<file path="config.mk">
export PLATFORM = sky130hd
export DESIGN_NAME = uart_tx_arbiter_flat
export DESIGN_NICKNAME = d
export VERILOG_FILES = /design/src/rtl/uart_tx_arbiter_if.sv /design/src/rtl/uart_tx_arbiter.sv /design/src/flat_wrapper.sv
export SDC_FILE = /design/constraint.sdc
export NUM_CORES = 1
export LEC_CHECK = 0
export BUFFER_PORTS_ARGS = -buffer_cell sky130_fd_sc_hd__buf_2
export CORE_MARGIN = 3
export CORE_UTILIZATION = 50
export CTS_CLUSTER_DIAMETER = 100
export DETAILED_ROUTE_END_ITERATION = 10
export GPL_ROUTABILITY_DRIVEN = 0
export GPL_TIMING_DRIVEN = 0
export MAX_ROUTING_LAYER = met4
export PLACE_DENSITY = 0.81
export SYNTH_ARGS = -nofsm -noshare
export SYNTH_HDL_FRONTEND = slang
export SYNTH_SLANG_ARGS = --single-unit
</file>
<file path="constraint.sdc">
create_clock -name clk -period 2.95 [get_ports clk]
set_input_delay 0.1475 -clock clk [delete_from_list [all_inputs] [get_ports clk]]
set_output_delay 0.1475 -clock clk [all_outputs]
set_load 0.05 [all_outputs]
</file>
<file path="src/rtl/uart_tx_arbiter_if.sv">
// Requester-side and transmitter-side signals around the shared UART TX arbiter.
// The master modport is the arbiter itself; slave is the surrounding requesters and transmitter.
interface uart_tx_arbiter_if #(
    parameter int N_REQ = 4,
    parameter int DW    = 8
) ();
    localparam int GW = $clog2(N_REQ);

    logic [N_REQ-1:0]    req_valid;
    logic [N_REQ*DW-1:0] req_data;
    logic [N_REQ-1:0]    req_last;
    logic [N_REQ-1:0]    req_ready;
    logic [DW-1:0]       tx_data;
    logic                tx_start;
    logic                tx_ready;
    logic [GW-1:0]       grant_id;
    logic                grant_valid;
    logic                busy;

    modport master (
        input  req_valid, req_data, req_last, tx_ready,
        output req_ready, tx_data, tx_start, grant_id, grant_valid, busy
    );

    modport slave (
        output req_valid, req_data, req_last, tx_ready,
        input  req_ready, tx_data, tx_start, grant_id, grant_valid, busy
    );
endinterface

</file>
<file path="src/rtl/uart_tx_arbiter.sv">
// Round-robin, packet-granular sharing of one UART transmitter among N_REQ byte sources.
// A grant is held until the owner's last-flagged byte has been fully sent.
module uart_tx_arbiter #(
    parameter int N_REQ = 4,
    parameter int DW    = 8
) (
    input  logic              clk,
    input  logic              rstn,
    uart_tx_arbiter_if.master bus
);
    localparam int                GW      = $clog2(N_REQ);
    localparam logic [GW-1:0]     LAST_ID = GW'(N_REQ - 1);
    localparam logic [GW-1:0]     ONE_ID  = GW'(1);
    localparam logic [N_REQ-1:0]  ONE_REQ = N_REQ'(1);

    typedef enum logic [2:0] {
        IDLE      = 3'd0,
        LOAD      = 3'd1,
        START     = 3'd2,
        WAIT_BUSY = 3'd3,
        WAIT_DONE = 3'd4
    } state_t;

    state_t             state_r;
    logic [GW-1:0]      rr_r;
    logic [GW-1:0]      grant_id_r;
    logic               grant_valid_r;
    logic               busy_r;
    logic [N_REQ-1:0]   req_ready_r;
    logic [DW-1:0]      tx_data_r;
    logic               tx_start_r;
    logic               last_r;
    logic [1:0]         wait_cnt_r;
    logic               retried_r;

    logic               pick_found_s;
    logic [GW-1:0]      pick_id_s;
    logic               own_valid_s;
    logic [DW-1:0]      own_data_s;
    logic               own_last_s;

    // Scanning downward lets the lowest offset from ptr overwrite any farther candidate.
    function automatic logic [GW:0] rr_pick(input logic [N_REQ-1:0] valid, input logic [GW-1:0] ptr);
        logic [GW:0]   res;
        logic [GW-1:0] idx;
        res = {(GW+1){1'b0}};
        for (int k = N_REQ - 1; k >= 0; k--) begin
            idx = GW'((int'(ptr) + k) % N_REQ);
            if (valid[idx]) begin
                res = {1'b1, idx};
            end
        end
        return res;
    endfunction

    // Next round-robin candidate and the current owner's request lines.
    always_comb begin
        {pick_found_s, pick_id_s} = rr_pick(bus.req_valid, rr_r);
        own_valid_s = bus.req_valid[grant_id_r];
        own_data_s  = bus.req_data[int'(grant_id_r)*DW +: DW];
        own_last_s  = bus.req_last[grant_id_r];
    end

    // Arbitration FSM; every output is a register updated here.
    always_ff @(posedge clk or negedge rstn) begin
        if (!rstn) begin
            state_r       <= IDLE;
            rr_r          <= {GW{1'b0}};
            grant_id_r    <= {GW{1'b0}};
            grant_valid_r <= 1'b0;
            busy_r        <= 1'b0;
            req_ready_r   <= {N_REQ{1'b0}};
            tx_data_r     <= {DW{1'b0}};
            tx_start_r    <= 1'b0;
            last_r        <= 1'b0;
            wait_cnt_r    <= 2'd0;
            retried_r     <= 1'b0;
        end else begin
            req_ready_r <= {N_REQ{1'b0}};
            tx_start_r  <= 1'b0;
            case (state_r)
                IDLE: begin
                    if (pick_found_s) begin
                        grant_id_r    <= pick_id_s;
                        grant_valid_r <= 1'b1;
                        busy_r        <= 1'b1;
                        state_r       <= LOAD;
                    end else begin
                        state_r <= IDLE;
                    end
                end
                LOAD: begin
                    // The grant is kept even while the owner stalls between bytes.
                    if (own_valid_s && bus.tx_ready) begin
                        tx_data_r   <= own_data_s;
                        req_ready_r <= ONE_REQ << grant_id_r;
                        last_r      <= own_last_s;
                        tx_start_r  <= 1'b1;
                        state_r     <= START;
                    end else begin
                        state_r <= LOAD;
                    end
                end
                START: begin
                    wait_cnt_r <= 2'd0;
                    retried_r  <= 1'b0;
                    state_r    <= WAIT_BUSY;
                end
                WAIT_BUSY: begin
                    // Ready high through START plus three cycles means the pulse was missed: retry once.
                    if (!bus.tx_ready) begin
                        state_r <= WAIT_DONE;
                    end else if (!retried_r && (wait_cnt_r == 2'd2)) begin
                        tx_start_r <= 1'b1;
                        retried_r  <= 1'b1;
                    end else if (!retried_r) begin
                        wait_cnt_r <= wait_cnt_r + 2'd1;
                    end else begin
                        state_r <= WAIT_BUSY;
                    end
                end
                WAIT_DONE: begin
                    if (bus.tx_ready && last_r) begin
                        grant_valid_r <= 1'b0;
                        busy_r        <= 1'b0;
                        rr_r          <= (grant_id_r == LAST_ID) ? {GW{1'b0}} : (grant_id_r + ONE_ID);
                        state_r       <= IDLE;
                    end else if (bus.tx_ready) begin
                        state_r <= LOAD;
                    end else begin
                        state_r <= WAIT_DONE;
                    end
                end
                default: begin
                    grant_valid_r <= 1'b0;
                    busy_r        <= 1'b0;
                    state_r       <= IDLE;
                end
            endcase
        end
    end

    assign bus.req_ready   = req_ready_r;
    assign bus.tx_data     = tx_data_r;
    assign bus.tx_start    = tx_start_r;
    assign bus.grant_id    = grant_id_r;
    assign bus.grant_valid = grant_valid_r;
    assign bus.busy        = busy_r;
endmodule

</file>
<file path="src/flat_wrapper.sv">
// flat-port wrapper written by rule: the top's interface ports become plain ports
module uart_tx_arbiter_flat 
#(
    parameter int N_REQ = 4,
    parameter int DW    = 8
)
  (clk, rstn, bus_req_valid, bus_req_data, bus_req_last, bus_tx_ready, bus_req_ready, bus_tx_data, bus_tx_start, bus_grant_id, bus_grant_valid, bus_busy);
  uart_tx_arbiter_if #(.N_REQ(N_REQ), .DW(DW)) bus_i ();
  input  logic clk;
  input  logic rstn;
  input wire logic [$bits(bus_i.req_valid)-1:0] bus_req_valid;
  input wire logic [$bits(bus_i.req_data)-1:0] bus_req_data;
  input wire logic [$bits(bus_i.req_last)-1:0] bus_req_last;
  input wire logic [$bits(bus_i.tx_ready)-1:0] bus_tx_ready;
  output wire logic [$bits(bus_i.req_ready)-1:0] bus_req_ready;
  output wire logic [$bits(bus_i.tx_data)-1:0] bus_tx_data;
  output wire logic [$bits(bus_i.tx_start)-1:0] bus_tx_start;
  output wire logic [$bits(bus_i.grant_id)-1:0] bus_grant_id;
  output wire logic [$bits(bus_i.grant_valid)-1:0] bus_grant_valid;
  output wire logic [$bits(bus_i.busy)-1:0] bus_busy;
  assign bus_i.req_valid = bus_req_valid;
  assign bus_i.req_data = bus_req_data;
  assign bus_i.req_last = bus_req_last;
  assign bus_i.tx_ready = bus_tx_ready;
  assign bus_req_ready = bus_i.req_ready;
  assign bus_tx_data = bus_i.tx_data;
  assign bus_tx_start = bus_i.tx_start;
  assign bus_grant_id = bus_i.grant_id;
  assign bus_grant_valid = bus_i.grant_valid;
  assign bus_busy = bus_i.busy;
  uart_tx_arbiter #(.N_REQ(N_REQ), .DW(DW)) u_core (.clk(clk), .rstn(rstn), .bus(bus_i));
endmodule
</file>
==> run summary <==
Synth top area share = 39.22%
pre-CTS WS = 1270 ps
vias in the first global route = 1517
wire per inst = 15.48 um
Pwr Density = 1047 nW/um^2
Netlist cell types = 36
Seq/Total Area, Yosys = 39.22%
Reg2Reg Capture Point = u_core.bus.tx_data[1]
CTS resizes = 0
total die area = 3904 um^2
Switching Share = 49.81%
Worst R2R Setup Slack = 1250 ps
Comb power frac = 63.5%
CP endpoint kind = flip-flop
first-pass GRT wire length = 6851 um
Syn. warnings = 0
Post-CTS Setup Inserts = 0
Worst Skew = 1.793 ps
GR Util All Layers = 21.97%
antenna cells = 0
# setup viols final = 0
router iterations before antenna repair = 4
status = completed
Slew HR = 62.51%
synthesized area = 1595 um^2
Max Root-Sink Buffers = 2
max_cap viols = 0
Seq. cell area = 625.6 um^2
Clock Sinks = 25
H-tree Lvls = 1
worst r2r path cells = 4
crit path from = u_core.bus.grant_id[1]
Fmax = 589.3 MHz
most frequent cells in the layout = buf_2, dfrtp_1, nand2_1
CTS Hold Bufs = 1
CTS tree = done
post-route worst setup slack = 1253 ps
clk slew on worst S/H paths = 130 ps
pin count of the biggest net entering global routing = 26
FILL cells = 250
initial antenna violation count = 0
Critical Path Start Type = flip-flop
Synth area leaders = dfrtp_1, mux2i_1, mux2_2
via count = 1490
Port Buffers = 59
CP required = 3160 ps
sequential power share = 29.2%
Int Pwr = 1040 uW
estimated wirelength of the detail-placed design = 3025 um
total CTS buffers = 3
worst min path class = in -> reg
Synth Area per Inst = 10.23 um^2
LEAKAGE = 0.0009750 uW
Max IR drop VDD = 0.5111 mV
Worst Setup EP = u_core.bus.tx_data[1]
r2r startpoint = u_core.bus.grant_id[1]
share of cells above drive strength 1 = 38.18%
Syn-to-layout area delta = 24.08%
Mapped Nets = 204
area occupied by multi-input gates = 874.6 um^2
Slew Limit Fails = 0
Core Footprint = 2900 um^2
unrepaired setup endpoints after global routing = false
period utilization = 57.52%
most common cell after layout, fill and taps aside = buf_2
TNS Setup = 0 ps
wl on met1 = 1705 um
Worst Max-Slew Pin Slew = 562.3 ps
io pins = 60
Arr. time, crit path = 1910 ps
post-route minimum period = 1697 ps
number of DRC markers in iteration 0 = 97
Net Sw Power = 1032 uW
clock latency on the worst-skew pair = 310 ps
drc violations = 0
uppermost layer routed = met4
effective utilization at floorplan = 55.00%
critical path class = reg -> reg
Routed Antenna Nets = 0
Seq cells post-synth = 25
crit path max fanout = 10
Hold Vio Cnt, Final = 0
die width = 62.49 um
metal2 WL = 2080 um
CTS root buffer = clkbuf_4
Vias/cell = 5.687
Synth area leader = dfrtp_1
clock network power share = 7.3%
Die Height = 62.49 um
Detailed Route WL = 4056 um
total grt overflow = 0
metal3 WL = 250 um
cell count after synthesis = 156
std cell rows = 19
Total Nets Final = 269
-- critical path, stage by stage (launching register included) --
cell     delay (ps)
dfrtp_1         510
buf_6           200
buf_4           230
mux2_2          360
a221o_1         290
-- per-layer routing --
layer  track usage (%)  vias up
li1                  -      706
met5                 -        -
met1             26.61      715
met4             6.061        0
met2             38.48       67
met3             2.698        2
-- state kept, by name, summed over array words and instances (netlist names) --
register,count
u_core.wait_cnt_r,2
u_core.state_r,3
u_core.bus.grant_valid,1
u_core.retried_r,1
u_core.rr_r,2
u_core.bus.req_ready,4
u_core.bus.tx_data,8
u_core.last_r,1
u_core.bus.tx_start,1
u_core.bus.grant_id,2
-- power by group through the flow --
stage | sequential (uW) | combinational, uW | clock (uW)
after floorplan | 866 | 745 | 0
after global placement | 599 | 1260 | 0
after detailed placement | 607 | 1320 | 0
after CTS | 603 | 1320 | 154
after global routing | 627 | 1430 | 167
final | 606 | 1320 | 150
-- Yosys cell counts --
library cell,n
and2_1,4
a221o_1,10
ha_1,5
and4bb_4,1
or3b_1,2
mux2_2,10
o211ai_1,1
buf_6,3
nand3b_1,2
nand2b_1,1
nand2_1,21
nand2_4,1
o21ai_2,1
o21ai_1,5
o21ai_0,3
nand3_1,1
o221ai_1,1
a22o_1,1
buf_4,3
inv_1,7
and2b_1,1
o32ai_1,10
nor2_1,8
clkbuf_1,2
a21o_1,1
a21oi_1,4
buf_2,1
mux2_4,1
o31ai_1,1
and3_4,1
nor2b_1,3
a21boi_0,1
dfrtp_1,25
mux2i_1,12
o22a_1,1
o311ai_1,1
-- cells by family after synthesis --
group | Yosys count | share of synthesized area (%)
AO/OA/AOI/OAI | 41 | 20.16
AND/OR/NAND/NOR | 46 | 15.22
buffers and inverters | 16 | 5.961
adder cells (fa/ha/maj) | 5 | 3.922
flip-flops | 25 | 39.22
multiplexers | 23 | 15.53
-- how the worst min path moves through the flow --
stage	start	to	slack (ps)	cells after the start
after floorplan	rstn	u_core.bus.grant_id[0]	-150	0
after global placement	rstn	u_core.bus.req_ready[0]	160	1
after detailed placement	rstn	u_core.bus.req_ready[1]	170	1
after CTS	bus_tx_ready	u_core.state_r[2]	80	2
after global routing	bus_tx_ready	u_core.state_r[2]	100	2
final	bus_tx_ready	u_core.state_r[2]	90	2
-- through the flow --
| stage | cells | hold slack (ps) | util, % | total power (uW) | instance area [um^2] |
|---|---|---|---|---|---|
| 2_1_floorplan | 156 | -148.1 | - | 1611 | 1595 |
| 3_3_place_gp | 257 | 164.1 | 67.00 | 1862 | 1943 |
| 3_5_place_dp | 257 | 169.5 | 67.00 | 1924 | 1943 |
| 4_1_cts | 262 | 83.69 | 68.25 | 2076 | 1979 |
| 5_1_grt | 262 | 95.13 | 68.25 | 2224 | 1979 |
| 6_report | 262 | 89.98 | 68.25 | 2072 | 1979 |
-- area by class of cell --
type	count	share of cell area (%)
Sequential cell	25	31.61
Buffer	9	3.477
Tap cell	42	2.655
Clock buffer	4	1.327
Inverter	7	1.327
Timing Repair Buffer	60	15.42
Multi-Input combinational cell	115	44.18
Note: power is estimated with default switching activity, not from simulation.
